## config.mk

```make
export PLATFORM = sky130hd
export DESIGN_NAME = cl_cfg_axil_master
export DESIGN_NICKNAME = d
export VERILOG_FILES = /design/src/rtl/cl_cfg_axil_pkg.sv /design/src/rtl/cl_cfg_axil_master.sv
export SDC_FILE = /design/constraint.sdc
export NUM_CORES = 1
export LEC_CHECK = 0
export CAP_MARGIN = 20
export CORE_ASPECT_RATIO = 1.1
export CORE_UTILIZATION = 42
export CTS_CLUSTER_SIZE = 14
export DETAILED_ROUTE_END_ITERATION = 10
export PLACE_DENSITY_LB_ADDON = 0.05
export SLEW_MARGIN = 15
export SYNTH_ARGS = -nofsm -noshare
export SYNTH_HDL_FRONTEND = slang
export SYNTH_SLANG_ARGS = --single-unit
```

## constraint.sdc

```tcl
create_clock -name clk -period 4.7 [get_ports clk]
set_input_delay 0.705 -clock clk [delete_from_list [all_inputs] [get_ports clk]]
set_output_delay 0.705 -clock clk [all_outputs]
set_load 0.01 [all_outputs]
```

## src/rtl/cl_cfg_axil_pkg.sv

```systemverilog
// rtl/cl_cfg_axil_pkg.sv - shared types and constants for the CL-side AXI-Lite config initiator
package cl_cfg_axil_pkg;

  // FSM states of the single-outstanding initiator
  typedef enum logic [2:0] {
    ST_IDLE    = 3'd0,
    ST_WR_REQ  = 3'd1,
    ST_WR_RESP = 3'd2,
    ST_RD_REQ  = 3'd3,
    ST_RD_RESP = 3'd4,
    ST_DRAIN   = 3'd5,
    ST_RSP     = 3'd6
  } cfg_axil_state_e;

  // AXI response codes; target responses pass through unmodified
  localparam logic [1:0] RESP_OKAY   = 2'b00;
  localparam logic [1:0] RESP_EXOKAY = 2'b01;
  localparam logic [1:0] RESP_SLVERR = 2'b10;
  localparam logic [1:0] RESP_DECERR = 2'b11;

  // Handshake-control bundle of the AXI-Lite initiator port; payload
  // fields stay outside because their widths are per-instance parameters.
  typedef struct packed {
    logic awvalid;
    logic wvalid;
    logic bready;
    logic arvalid;
    logic rready;
  } axi_bus_t;

  // Width of a counter that must reach cycles-1
  function automatic int cnt_width(input int cycles);
    if (cycles <= 2) return 1;
    return $clog2(cycles);
  endfunction

endpackage

```

## src/rtl/cl_cfg_axil_master.sv

```systemverilog
// rtl/cl_cfg_axil_master.sv - single-outstanding AXI4-Lite initiator with per-transaction timeout
module cl_cfg_axil_master
  import cl_cfg_axil_pkg::*;
#(
  parameter int ADDR_WIDTH     = 32,
  parameter int DATA_WIDTH     = 32,
  parameter int TIMEOUT_CYCLES = 1024
) (
  input  logic                    clk,
  input  logic                    rstn,
  // command stream
  input  logic                    cmd_valid,
  output logic                    cmd_ready,
  input  logic                    cmd_write,
  input  logic [ADDR_WIDTH-1:0]   cmd_addr,
  input  logic [DATA_WIDTH-1:0]   cmd_wdata,
  input  logic [DATA_WIDTH/8-1:0] cmd_wstrb,
  // response stream
  output logic                    rsp_valid,
  input  logic                    rsp_ready,
  output logic [DATA_WIDTH-1:0]   rsp_rdata,
  output logic [1:0]              rsp_resp,
  output logic                    rsp_timeout,
  // AW channel
  output logic                    m_awvalid,
  input  logic                    m_awready,
  output logic [ADDR_WIDTH-1:0]   m_awaddr,
  // W channel
  output logic                    m_wvalid,
  input  logic                    m_wready,
  output logic [DATA_WIDTH-1:0]   m_wdata,
  output logic [DATA_WIDTH/8-1:0] m_wstrb,
  // B channel
  input  logic                    m_bvalid,
  output logic                    m_bready,
  input  logic [1:0]              m_bresp,
  // AR channel
  output logic                    m_arvalid,
  input  logic                    m_arready,
  output logic [ADDR_WIDTH-1:0]   m_araddr,
  // R channel
  input  logic                    m_rvalid,
  output logic                    m_rready,
  input  logic [DATA_WIDTH-1:0]   m_rdata,
  input  logic [1:0]              m_rresp
);

  localparam int              CW       = cnt_width(TIMEOUT_CYCLES);
  localparam int              SW       = DATA_WIDTH / 8;
  localparam logic [CW-1:0]   CNT_LAST = CW'(TIMEOUT_CYCLES - 1);

  cfg_axil_state_e state_q, state_d;

  logic                  cmd_ready_q;
  logic                  is_write_q;
  logic                  aw_done_q, w_done_q;
  logic [ADDR_WIDTH-1:0] addr_q;
  logic [DATA_WIDTH-1:0] wdata_q;
  logic [SW-1:0]         wstrb_q;
  logic [CW-1:0]         cnt_q;
  logic [DATA_WIDTH-1:0] rsp_rdata_q;
  logic [1:0]            rsp_resp_q;
  logic                  rsp_timeout_q;

  axi_bus_t bus;

  logic accept;
  logic aw_hs, w_hs, b_hs, ar_hs, r_hs;
  logic aw_done_d, w_done_d;
  logic in_timed;
  logic timed_out;
  logic timeout_fire;

  // Channel valid/ready decode; every term comes from a flop so no input
  // reaches an output combinationally.
  always_comb begin
    bus         = '0;
    bus.awvalid = (state_q == ST_WR_REQ) && !aw_done_q;
    bus.wvalid  = (state_q == ST_WR_REQ) && !w_done_q;
    bus.arvalid = (state_q == ST_RD_REQ);
    bus.bready  = (state_q == ST_WR_RESP) || ((state_q == ST_DRAIN) && is_write_q);
    bus.rready  = (state_q == ST_RD_RESP) || ((state_q == ST_DRAIN) && !is_write_q);
  end

  assign accept    = cmd_valid && cmd_ready_q;
  assign aw_hs     = bus.awvalid && m_awready;
  assign w_hs      = bus.wvalid  && m_wready;
  assign b_hs      = bus.bready  && m_bvalid;
  assign ar_hs     = bus.arvalid && m_arready;
  assign r_hs      = bus.rready  && m_rvalid;
  assign aw_done_d = aw_done_q || aw_hs;
  assign w_done_d  = w_done_q  || w_hs;

  // DRAIN is deliberately excluded: once abandoned, only a late response
  // (or reset) moves the block on.
  assign in_timed = (state_q == ST_WR_REQ) || (state_q == ST_WR_RESP) ||
                    (state_q == ST_RD_REQ) || (state_q == ST_RD_RESP);
  assign timed_out = in_timed && (cnt_q == CNT_LAST);

  // A real response arriving on the final timed cycle still wins.
  assign timeout_fire = timed_out && !b_hs && !r_hs;

  // State register
  always_ff @(posedge clk) begin
    if (!rstn) begin
      state_q <= ST_IDLE;
    end else begin
      state_q <= state_d;
    end
  end

  // Next-state logic; on timeout a request phase whose address already
  // went out must wait in DRAIN so the late response is not mistaken for
  // the next transaction's.
  always_comb begin
    state_d = state_q;
    case (state_q)
      ST_IDLE: begin
        if (accept) state_d = cmd_write ? ST_WR_REQ : ST_RD_REQ;
      end
      ST_WR_REQ: begin
        if (timed_out)                  state_d = aw_done_d ? ST_DRAIN : ST_RSP;
        else if (aw_done_d && w_done_d) state_d = ST_WR_RESP;
      end
      ST_WR_RESP: begin
        if (b_hs)           state_d = ST_RSP;
        else if (timed_out) state_d = ST_DRAIN;
      end
      ST_RD_REQ: begin
        if (timed_out)  state_d = ar_hs ? ST_DRAIN : ST_RSP;
        else if (ar_hs) state_d = ST_RD_RESP;
      end
      ST_RD_RESP: begin
        if (r_hs)           state_d = ST_RSP;
        else if (timed_out) state_d = ST_DRAIN;
      end
      ST_DRAIN: begin
        if (b_hs || r_hs) state_d = ST_RSP;
      end
      ST_RSP: begin
        if (rsp_ready) state_d = ST_IDLE;
      end
      default: state_d = ST_IDLE;
    endcase
  end

  // Command capture, per-channel done flags and the timeout counter
  always_ff @(posedge clk) begin
    if (!rstn) begin
      cmd_ready_q <= 1'b0;
      is_write_q  <= 1'b0;
      aw_done_q   <= 1'b0;
      w_done_q    <= 1'b0;
      addr_q      <= '0;
      wdata_q     <= '0;
      wstrb_q     <= '0;
      cnt_q       <= '0;
    end else begin
      cmd_ready_q <= (state_d == ST_IDLE);
      if (accept) begin
        is_write_q <= cmd_write;
        addr_q     <= cmd_addr;
        wdata_q    <= cmd_wdata;
        wstrb_q    <= cmd_wstrb;
        aw_done_q  <= 1'b0;
        w_done_q   <= 1'b0;
        cnt_q      <= '0;
      end else begin
        aw_done_q <= aw_done_d;
        w_done_q  <= w_done_d;
        if (in_timed) cnt_q <= cnt_q + CW'(1);
      end
    end
  end

  // Response capture; a late response absorbed in DRAIN leaves the
  // timeout result untouched.
  always_ff @(posedge clk) begin
    if (!rstn) begin
      rsp_rdata_q   <= '0;
      rsp_resp_q    <= RESP_OKAY;
      rsp_timeout_q <= 1'b0;
    end else if (timeout_fire) begin
      rsp_rdata_q   <= '0;
      rsp_resp_q    <= RESP_SLVERR;
      rsp_timeout_q <= 1'b1;
    end else if (b_hs && (state_q == ST_WR_RESP)) begin
      rsp_rdata_q   <= '0;
      rsp_resp_q    <= m_bresp;
      rsp_timeout_q <= 1'b0;
    end else if (r_hs && (state_q == ST_RD_RESP)) begin
      rsp_rdata_q   <= m_rdata;
      rsp_resp_q    <= m_rresp;
      rsp_timeout_q <= 1'b0;
    end
  end

  assign cmd_ready   = cmd_ready_q;
  assign rsp_valid   = (state_q == ST_RSP);
  assign rsp_rdata   = rsp_rdata_q;
  assign rsp_resp    = rsp_resp_q;
  assign rsp_timeout = rsp_timeout_q;

  assign m_awvalid = bus.awvalid;
  assign m_wvalid  = bus.wvalid;
  assign m_bready  = bus.bready;
  assign m_arvalid = bus.arvalid;
  assign m_rready  = bus.rready;
  assign m_awaddr  = addr_q;
  assign m_araddr  = addr_q;
  assign m_wdata   = wdata_q;
  assign m_wstrb   = wstrb_q;

endmodule

```

==> results.toml, run 1 <==
[run_status]
status = "complete, no violations"

[sta]
skew_ns = 0.006785
relSlewSlack_pct = 45.92
worst_slew_pin_slew_ns = 0.8100
fin_ws_ns = 1.920
rsz0062_at_grt = "no"
drv_slew = 0
period_share_pct = 59.16
timing.fmax_mhz = 359.7
min_period_ns = 2.780
setup_viol = 0
fin_setup_tns_ns = 0
hold_viol = 0

[pwr]
share_comb_of_total_power_pct = 26.1
max-vdd-ir-drop_mv = 0.3220
leakagePower_nw = 2.718
seq_power_share_pct = 36.3
clkPwrFrac_pct = 37.6
p_sw_share_pct = 28.88
intPower_mw = 2.425
power_density_nw_per_um2 = 441.1
power.switching_mw = 0.9849

[worst_hold_path]
min_path_type = "register to register"
hold_end = "m_wdata[24]$_SDFFE_PN0P_"
hp-start = "m_wdata[24]$_SDFFE_PN0P_"
holdPathStages = 2

[cts]
cts-resized-gates = 0
cts_root_buf = "clkbuf_16"
cts_made_buffers = 17
postCtsHoldBufs = 0
postCtsSetupRepairBufs = 0
clkSinkCount = 120
clk_pin_slew_ns = 0.05
h-tree-depth = 4
cts_buffer_depth = 2
clock_latency_ns = 0.40
cts_tree = "done"

[final_layout]
postLayoutCellArea_sq_um = 7731
syn2layout_area_growth_pct = 63.42
mostFrequentLayoutCell = "clkdlybuf4s50_1"
antenna_cells = 0
nFillCells = 857
final_cell_mix = "clkdlybuf4s50_1, nand2_1, dfxtp_1, a21oi_1, nor2_1"
fin_nets = 930
drive_gt1_share_pct = 5.556

[logic_synthesis]
ys_ff_latch = 120
synth_top_cell_by_area = "dfxtp_1"
synth_area_leaders = "dfxtp_1, nand2_1, a21oi_1"
synth_warnings = 0
synth_area_sq_um = 4731
yosysSeqAreaShare_pct = 50.78
yosys.area.top_type_share_pct = 50.78
synth_cells = 604
avgSynthCellArea_sq_um = 7.832
synth.distinct_cells = 44
syn-num-nets = 719

[critical_path]
worstPathMaxFanout = 19
critical_path.slowest_cell = "dfxtp_1"
required_ns = 3.99
timing.critical_path.arrival_ns = 2.08
rrSetupSlack_ns = 2.22
worstReg2RegStart = "state_q[0]$_SDFF_PN0_"
timing_worst_setup_path_type = "register to output pin"
path_cells = "nand2_1 > nor2_1 > clkdlybuf4s50_1"
start_kind = "register"
ff2ff_path_depth = 7
endpoint_kind = "output pin"
critPathMaxStageDelay_ns = 0.74
r2r_end = "rsp_rdata[27]$_SDFFE_PP0P_"

[global_route]
grt_pass1_wl_mm = 22.66
grt_max_degree = 70
grt_pass1_vias = 4562
antenna_found_initial = 0
grt_usage_pct = 25.38
gr-total-overflow = 0

[detailed_routing]
post_drt_via_cell_ratio = 4.894
ant_nets = 0
drc = 0
drt_iter0_drc = 178
wl_per_cell_um = 15.23
drtPass1Iterations = 4
num_vias = 4772
routed_wl_mm = 14.85

[die]
start_util_pct = 43.16
die_h_um = 113.3
rows = 40
fp.dieW_um = 103.2
dieArea_sq_um = 11690
io_pins = 256
coreArea_sq_um = 10960

[run]
drv_cap = 0

[placed_design]
hpwl_mm = 10.56
place_ws_ns = 1.914
dpl_cell_area_sq_um = 7143
port_buffers = 255
gp_congestion = 0.8002
[power groups by stage]
| stage | Sequential (mW) | Clock (mW) | Combinational (mW) |
|---|---|---|---|
| 6_report | 1.24 | 1.28 | 0.891 |
| 5_1_grt | 1.25 | 1.34 | 0.981 |
| 4_1_cts | 1.24 | 1.30 | 0.896 |
| 3_5_place_dp | 1.25 | 0 | 0.887 |
| 3_3_place_gp | 1.25 | 0 | 0.862 |
| 2_1_floorplan | 1.26 | 0 | 0.452 |
[how the worst max path moves through the flow]
stage | start | endpoint | slack, ns
floorplan | cmd_valid | m_araddr[23]$_SDFFE_PN0P_ | 2.90
global placement | m_rvalid | rsp_rdata[30]$_SDFFE_PP0P_ | 1.79
detailed placement | m_rvalid | cmd_ready$_SDFF_PN0_ | 1.91
CTS | state_q[0]$_SDFF_PN0_ | m_wvalid | 1.97
global route | state_q[0]$_SDFF_PN0_ | m_wvalid | 1.84
finish | state_q[0]$_SDFF_PN0_ | m_wvalid | 1.92
[state kept, by name, summed over array words and instances (netlist names)]
signal and cells:
rsp_timeout 1, m_wdata 32, rsp_resp 2, cmd_ready 1
is_write_q 1, aw_done_q 1, w_done_q 1, m_araddr 32
cnt_q 10, rsp_rdata 32, state_q 3, m_wstrb 4
[worst max-delay path: cells and delay by family (launching register included)]
family                 cells  cell delay [ns]
flip-flops                 1             0.74
AND/OR/NAND/NOR            2             0.36
buffers and inverters      1             0.56
[synth_stat cells (all sizes together)]
master and count:
nor4 1, and2 5, nand2b 1, o2111a 1, xor2 3, clkbuf 26, inv 2, nand4 3
or2 1, o22a 1, o21a 1, xnor2 5, and3 2, a21oi 110, o21ai 8, nand2 219
o211ai 1, a21o 2, dfxtp 120, o32ai 1, or2b 1, a2111o 1, o2111ai 1, or3 3
buf 43, a221oi 1, a31oi 1, nor2 20, o22ai 2, nand3b 1, mux2i 3, nor2b 1
nor3b 1, or3b 1, nand3 6, nor3 4, ha 1
[through the flow]
stage / util (%) / hold slack, ns / power (mW) / std cells
6_report: 70.54 / 0.4522 / 3.410 / 975
3_3_place_gp: 64.85 / 0.4418 / 2.109 / 941
3_5_place_dp: 65.17 / 0.4459 / 2.142 / 943
5_1_grt: 70.54 / 0.4726 / 3.575 / 975
2_1_floorplan: - / 0.4517 / 1.714 / 604
4_1_cts: 70.54 / 0.4533 / 3.435 / 975
[cells by family (layout without fill, tap and decap cells)]
group	Yosys count	after routing	share of synthesized area (%)
buf+inv	71	295	8.595
xor+xnor	8	8	1.640
flops	120	120	50.78
mux	3	3	0.6348
simple gates	270	270	23.35
compound gates	131	131	14.73
fa+ha+maj	1	1	0.2644
[cell type report]
cell class | instances | area, sq um | share of cell area (%)
clock buffers | 19 | 432.9 | 5.600
repair buffers | 261 | 2618 | 33.86
flip-flops and latches | 120 | 2402 | 31.07
inverters | 2 | 7.507 | 0.09710
multi-input cells | 413 | 1932 | 24.99
well taps | 147 | 183.9 | 2.379
clock inverters | 13 | 155.1 | 2.007
[routing by layer]
layer,global-route usage (%),vias up,wire length [um]
met4,9.484,0,316
li1,-,2371,-
met3,10.07,22,1319
met2,44.71,207,7527
met1,26.86,2172,5685
met5,0,-,0
(Power assumes the default switching activity.)
==> run 2: changes to the inputs <==
Settings changed: CORE_UTILIZATION 42 to 39.
Clock period 4.7 ns to 2.9 ns, I/O delays scaled along.
==> results.toml, run 2 (synthesis results as in run 1) <==
[placed_design]
port_buffers = 255
hpwl_mm = 10.52
gp_congestion = 0.8209
dpl_cell_area_sq_um = 7154

[final_layout]
final_cell_mix = "clkdlybuf4s50_1, nand2_1, dfxtp_1, a21oi_1, nor2_1"
fin_nets = 932
mostFrequentLayoutCell = "clkdlybuf4s50_1"
antenna_cells = 0
postLayoutCellArea_sq_um = 7759
postLayoutCoreUtil_pct = 66.63
syn2layout_area_growth_pct = 64.00
drive_gt1_share_pct = 6.024

[detailed_routing]
ant_nets = 0
drc = 0
routed_wl_mm = 14.56
wl_per_cell_um = 14.85
drt_iter0_drc = 175
num_vias = 4736
post_drt_via_cell_ratio = 4.833
drtPass1Iterations = 4

[critical_path]
endpoint_kind = "output pin"
cp-startpoint = "state_q[0]$_SDFF_PN0_"
timing_worst_setup_path_type = "register to output pin"
worstPathMaxFanout = 19
required_ns = 2.47
worstReg2RegStart = "state_q[0]$_SDFF_PN0_"
start_kind = "register"
timing.critical_path.arrival_ns = 2.02
ff2ff_path_depth = 7

[global_route]
grt_pass1_vias = 4547
antenna_found_initial = 0
gr-total-overflow = 0
grt_max_degree = 43
grt_usage_pct = 23.65
grt_pass1_wl_mm = 23.25

[sta]
rsz0062_at_grt = "no"
period_share_pct = 84.60
min_period_ns = 2.453
fin_setup_tns_ns = 0
relSlewSlack_pct = 51.86
skew_ns = 0.004648
hold_viol = 0
setup_viol = 0
drv_slew = 0
timing.fmax_mhz = 407.6
worst_slew_pin_slew_ns = 0.7210

[die]
die_h_um = 117.5
start_util_pct = 40.63
fp.dieW_um = 107.0
dieArea_sq_um = 12570
io_pins = 256
coreArea_sq_um = 11640
rows = 41

[cts]
cts_buffer_depth = 2
postCtsSetupRepairBufs = 0
h-tree-depth = 4
cts_root_buf = "clkbuf_16"
cts_made_buffers = 17
cts-resized-gates = 0
clkSinkCount = 120
clk_pin_slew_ns = 0.05
cts_tree = "done"
clock_latency_ns = 0.41
postCtsHoldBufs = 0

[pwr]
power_density_nw_per_um2 = 716.0
max-vdd-ir-drop_mv = 0.4096
leakagePower_nw = 2.726
p_total_mw = 5.555

[worst_hold_path]
min_path_type = "register to register"
hp-start = "m_wdata[26]$_SDFFE_PN0P_"
holdPathStages = 2

[run]
drv_cap = 0

[run_status]
status = "complete, no violations"
[run 2: path summary, 6_finish.rpt]
kind	endpoint	slack, ns
worst max-delay path	m_awvalid	0.45
worst min-delay path	m_wdata[26]$_SDFFE_PN0P_	0.45
worst max register to register	rsp_rdata[13]$_SDFFE_PP0P_	0.70
worst min register to register	m_wdata[26]$_SDFFE_PN0P_	0.45
[run 2: metrics by stage]
stage | hold slack [ns] | setup slack, ns | instances
after CTS | 0.4531 | 0.4414 | 980
after floorplan | 0.4517 | 1.245 | 604
final | 0.4522 | 0.4466 | 980
after global placement | 0.4418 | 0.7732 | 948
after global routing | 0.4711 | 0.2974 | 980
after detailed placement | 0.4453 | 0.7122 | 948
[run 2: layout make-up]
| type | instances | area (sq um) |
|---|---|---|
| multi-input cells | 413 | 1932 |
| well taps | 150 | 187.7 |
| clock inverters | 15 | 178.9 |
| flip-flops and latches | 120 | 2402 |
| repair buffers | 263 | 2625 |
| inverters | 2 | 7.507 |
| clock buffers | 17 | 425.4 |
| fillers | 982 | 3886 |
[run 2: power by group]
part           total (mW)  internal [mW]  switching (mW)
Clock                2.13           1.35           0.778
Combinational        1.43          0.752           0.679
Sequential           2.00           1.83           0.161
Total                5.56           3.94            1.62
[run 2: worst max-delay path, cell delays in order (launching register included)]
cell	delay [ns]
dfxtp_1	0.71
nand2_1	0.21
nor2_1	0.14
clkdlybuf4s50_1	0.54
[run 2: layer usage]
layer  wire length (um)  track usage (%)  share of wire [%]  vias to the layer above
met2               7267            41.05                 50                      207
met4                391            10.96                2.7                        0
li1                   -                -                  -                     2368
met3               1332            8.915                9.2                       24
met1               5565            25.03                 38                     2137
met5                  0                0                  0                        -
==> run 3: changes to the inputs <==
Clock period 2.9 ns to 2.3 ns, I/O delays scaled along.
==> results.toml, run 3 (synthesis results as in run 1) <==
[cts]
cts_root_buf = "clkbuf_16"
postCtsHoldBufs = 0
clock_latency_ns = 0.40
cts_made_buffers = 17
postCtsSetupRepairBufs = 0
cts_buffer_depth = 2
h-tree-depth = 4
cts_tree = "done"
clk_pin_slew_ns = 0.05
clkSinkCount = 120

[die]
dieArea_sq_um = 12570
io_pins = 256
rows = 41
fp.dieW_um = 107.0
coreArea_sq_um = 11640
start_util_pct = 40.63
die_h_um = 117.5

[detailed_routing]
drtPass1Iterations = 4
drt_iter0_drc = 185
post_drt_via_cell_ratio = 4.899
wl_per_cell_um = 14.99
routed_wl_mm = 14.75
num_vias = 4821
ant_nets = 0
drc = 0

[global_route]
gr-total-overflow = 0
grt_usage_pct = 23.83
grt_pass1_vias = 4740
grt_pass1_wl_mm = 23.32
grt_max_degree = 37
antenna_found_initial = 1

[sta]
setup_viol = 0
min_period_ns = 2.212
worst_slew_pin_slew_ns = 0.4097
skew_ns = 0.005293
rsz0062_at_grt = "no"
relSlewSlack_pct = 72.62
period_share_pct = 96.18
fin_setup_tns_ns = 0
timing.fmax_mhz = 452.1
hold_viol = 0
drv_slew = 0

[critical_path]
endpoint_kind = "output pin"
worstPathMaxFanout = 13
cp_num_buf_inv = 1
critPathMaxStageDelay_ns = 0.57
start_kind = "register"
critical_path.slowest_cell = "clkdlybuf4s50_1"
path_delay_family = "buffers and inverters"
timing.critical_path.arrival_ns = 1.87
required_ns = 1.96
timing_worst_setup_path_type = "register to output pin"
path_cells = "or2b_1 > o22ai_1 > clkdlybuf4s50_1"

[final_layout]
nFillCells = 992
final_cell_mix = "clkdlybuf4s50_1, nand2_1, dfxtp_1, a21oi_1, nor2_1"
mostFrequentLayoutCell = "clkdlybuf4s50_1"
antenna_cells = 0
postLayoutCoreUtil_pct = 66.91
syn2layout_area_growth_pct = 64.69
fin_nets = 936
drive_gt1_share_pct = 6.355

[placed_design]
port_buffers = 255
gp_congestion = 0.8188
hpwl_mm = 10.83

[pwr]
max-vdd-ir-drop_mv = 0.4581
leakagePower_nw = 2.763
power_density_nw_per_um2 = 902.1

[worst_hold_path]
min_path_type = "register to register"

[run]
drv_cap = 0

[run_status]
status = "complete, no violations"
-- run 3: cell types whose count changed in the layout (fill, tap and decap cells not counted), sizes merged --
cell,previous run,this run
inv,3,2
clkbuf,17,22
buf,8,12
clkinvlp,4,0
-- run 3: report_power, final --
group	leakage, nW	internal, mW	switching, mW	total [mW]
Combinational	1.49	0.983	0.900	1.88
Clock	0.297	1.75	0.898	2.64
Sequential	0.974	2.32	0.181	2.50
-- run 3: area by class of cell --
class / instances / area [sq um] / share of cell area [%]
Inverter: 2 / 7.507 / 0.09635
Multi-Input combinational cell: 413 / 1932 / 24.80
Clock buffer: 22 / 464.2 / 5.958
Clock inverter: 10 / 125.1 / 1.606
Timing Repair Buffer: 267 / 2668 / 34.24
Tap cell: 150 / 187.7 / 2.409
Sequential cell: 120 / 2407 / 30.90
-- run 3: layer usage --
layer  GRT usage, %  vias to the layer above  share of wire, %  wire length (um)
li1               -                     2375                 -                 -
met1          24.92                     2199                37              5485
met2          41.13                      214                50              7372
met3          9.081                       33               9.7              1427
met4          12.07                        0               3.2               467
met5              0                        -                 0                 0
-- run 3: worst paths after layout --
check	to	slack, ns	depth (start not counted)	start
setup / recovery	m_bready	0.09	3	state_q[2]$_SDFF_PN0_
hold / removal	rsp_rdata[22]$_SDFFE_PP0P_	0.45	2	rsp_rdata[22]$_SDFFE_PP0P_
setup reg to reg	rsp_rdata[4]$_SDFFE_PP0P_	0.54	7	state_q[2]$_SDFF_PN0_
hold reg to reg	rsp_rdata[22]$_SDFFE_PP0P_	0.45	2	rsp_rdata[22]$_SDFFE_PP0P_
-- run 3: repair_timing --
| item | CTS | global route |
|---|---|---|
| gates resized for setup | 2 | 1 |
| endpoints found under the setup margin | 1 | 1 |
| pin swaps | 0 | 0 |
-- run 3: worst reg2reg max path, cell delays in order, from the launching register on --
cell and delay (ns):
dfxtp_2 0.50, xnor2_2 0.17, buf_4 0.18, and3_1 0.25, nand2_1 0.13, nand3_1 0.16
buf_12 0.20, a21oi_1 0.07
-- run 3: metrics by stage --
stage               power [mW]  std cells  hold WS [ns]  instance area, sq um  setup WS [ns]
finish                   7.029        984        0.4514                  7791        0.08796
global route             7.380        984        0.4675                  7791       0.003482
CTS                      7.091        984        0.4538                  7789        0.06175
detailed placement       4.423        952        0.4467                  7197         0.2721
global placement         4.370        952        0.4405                  7197         0.3157
floorplan                3.502        604        0.4517                  4731         0.6450
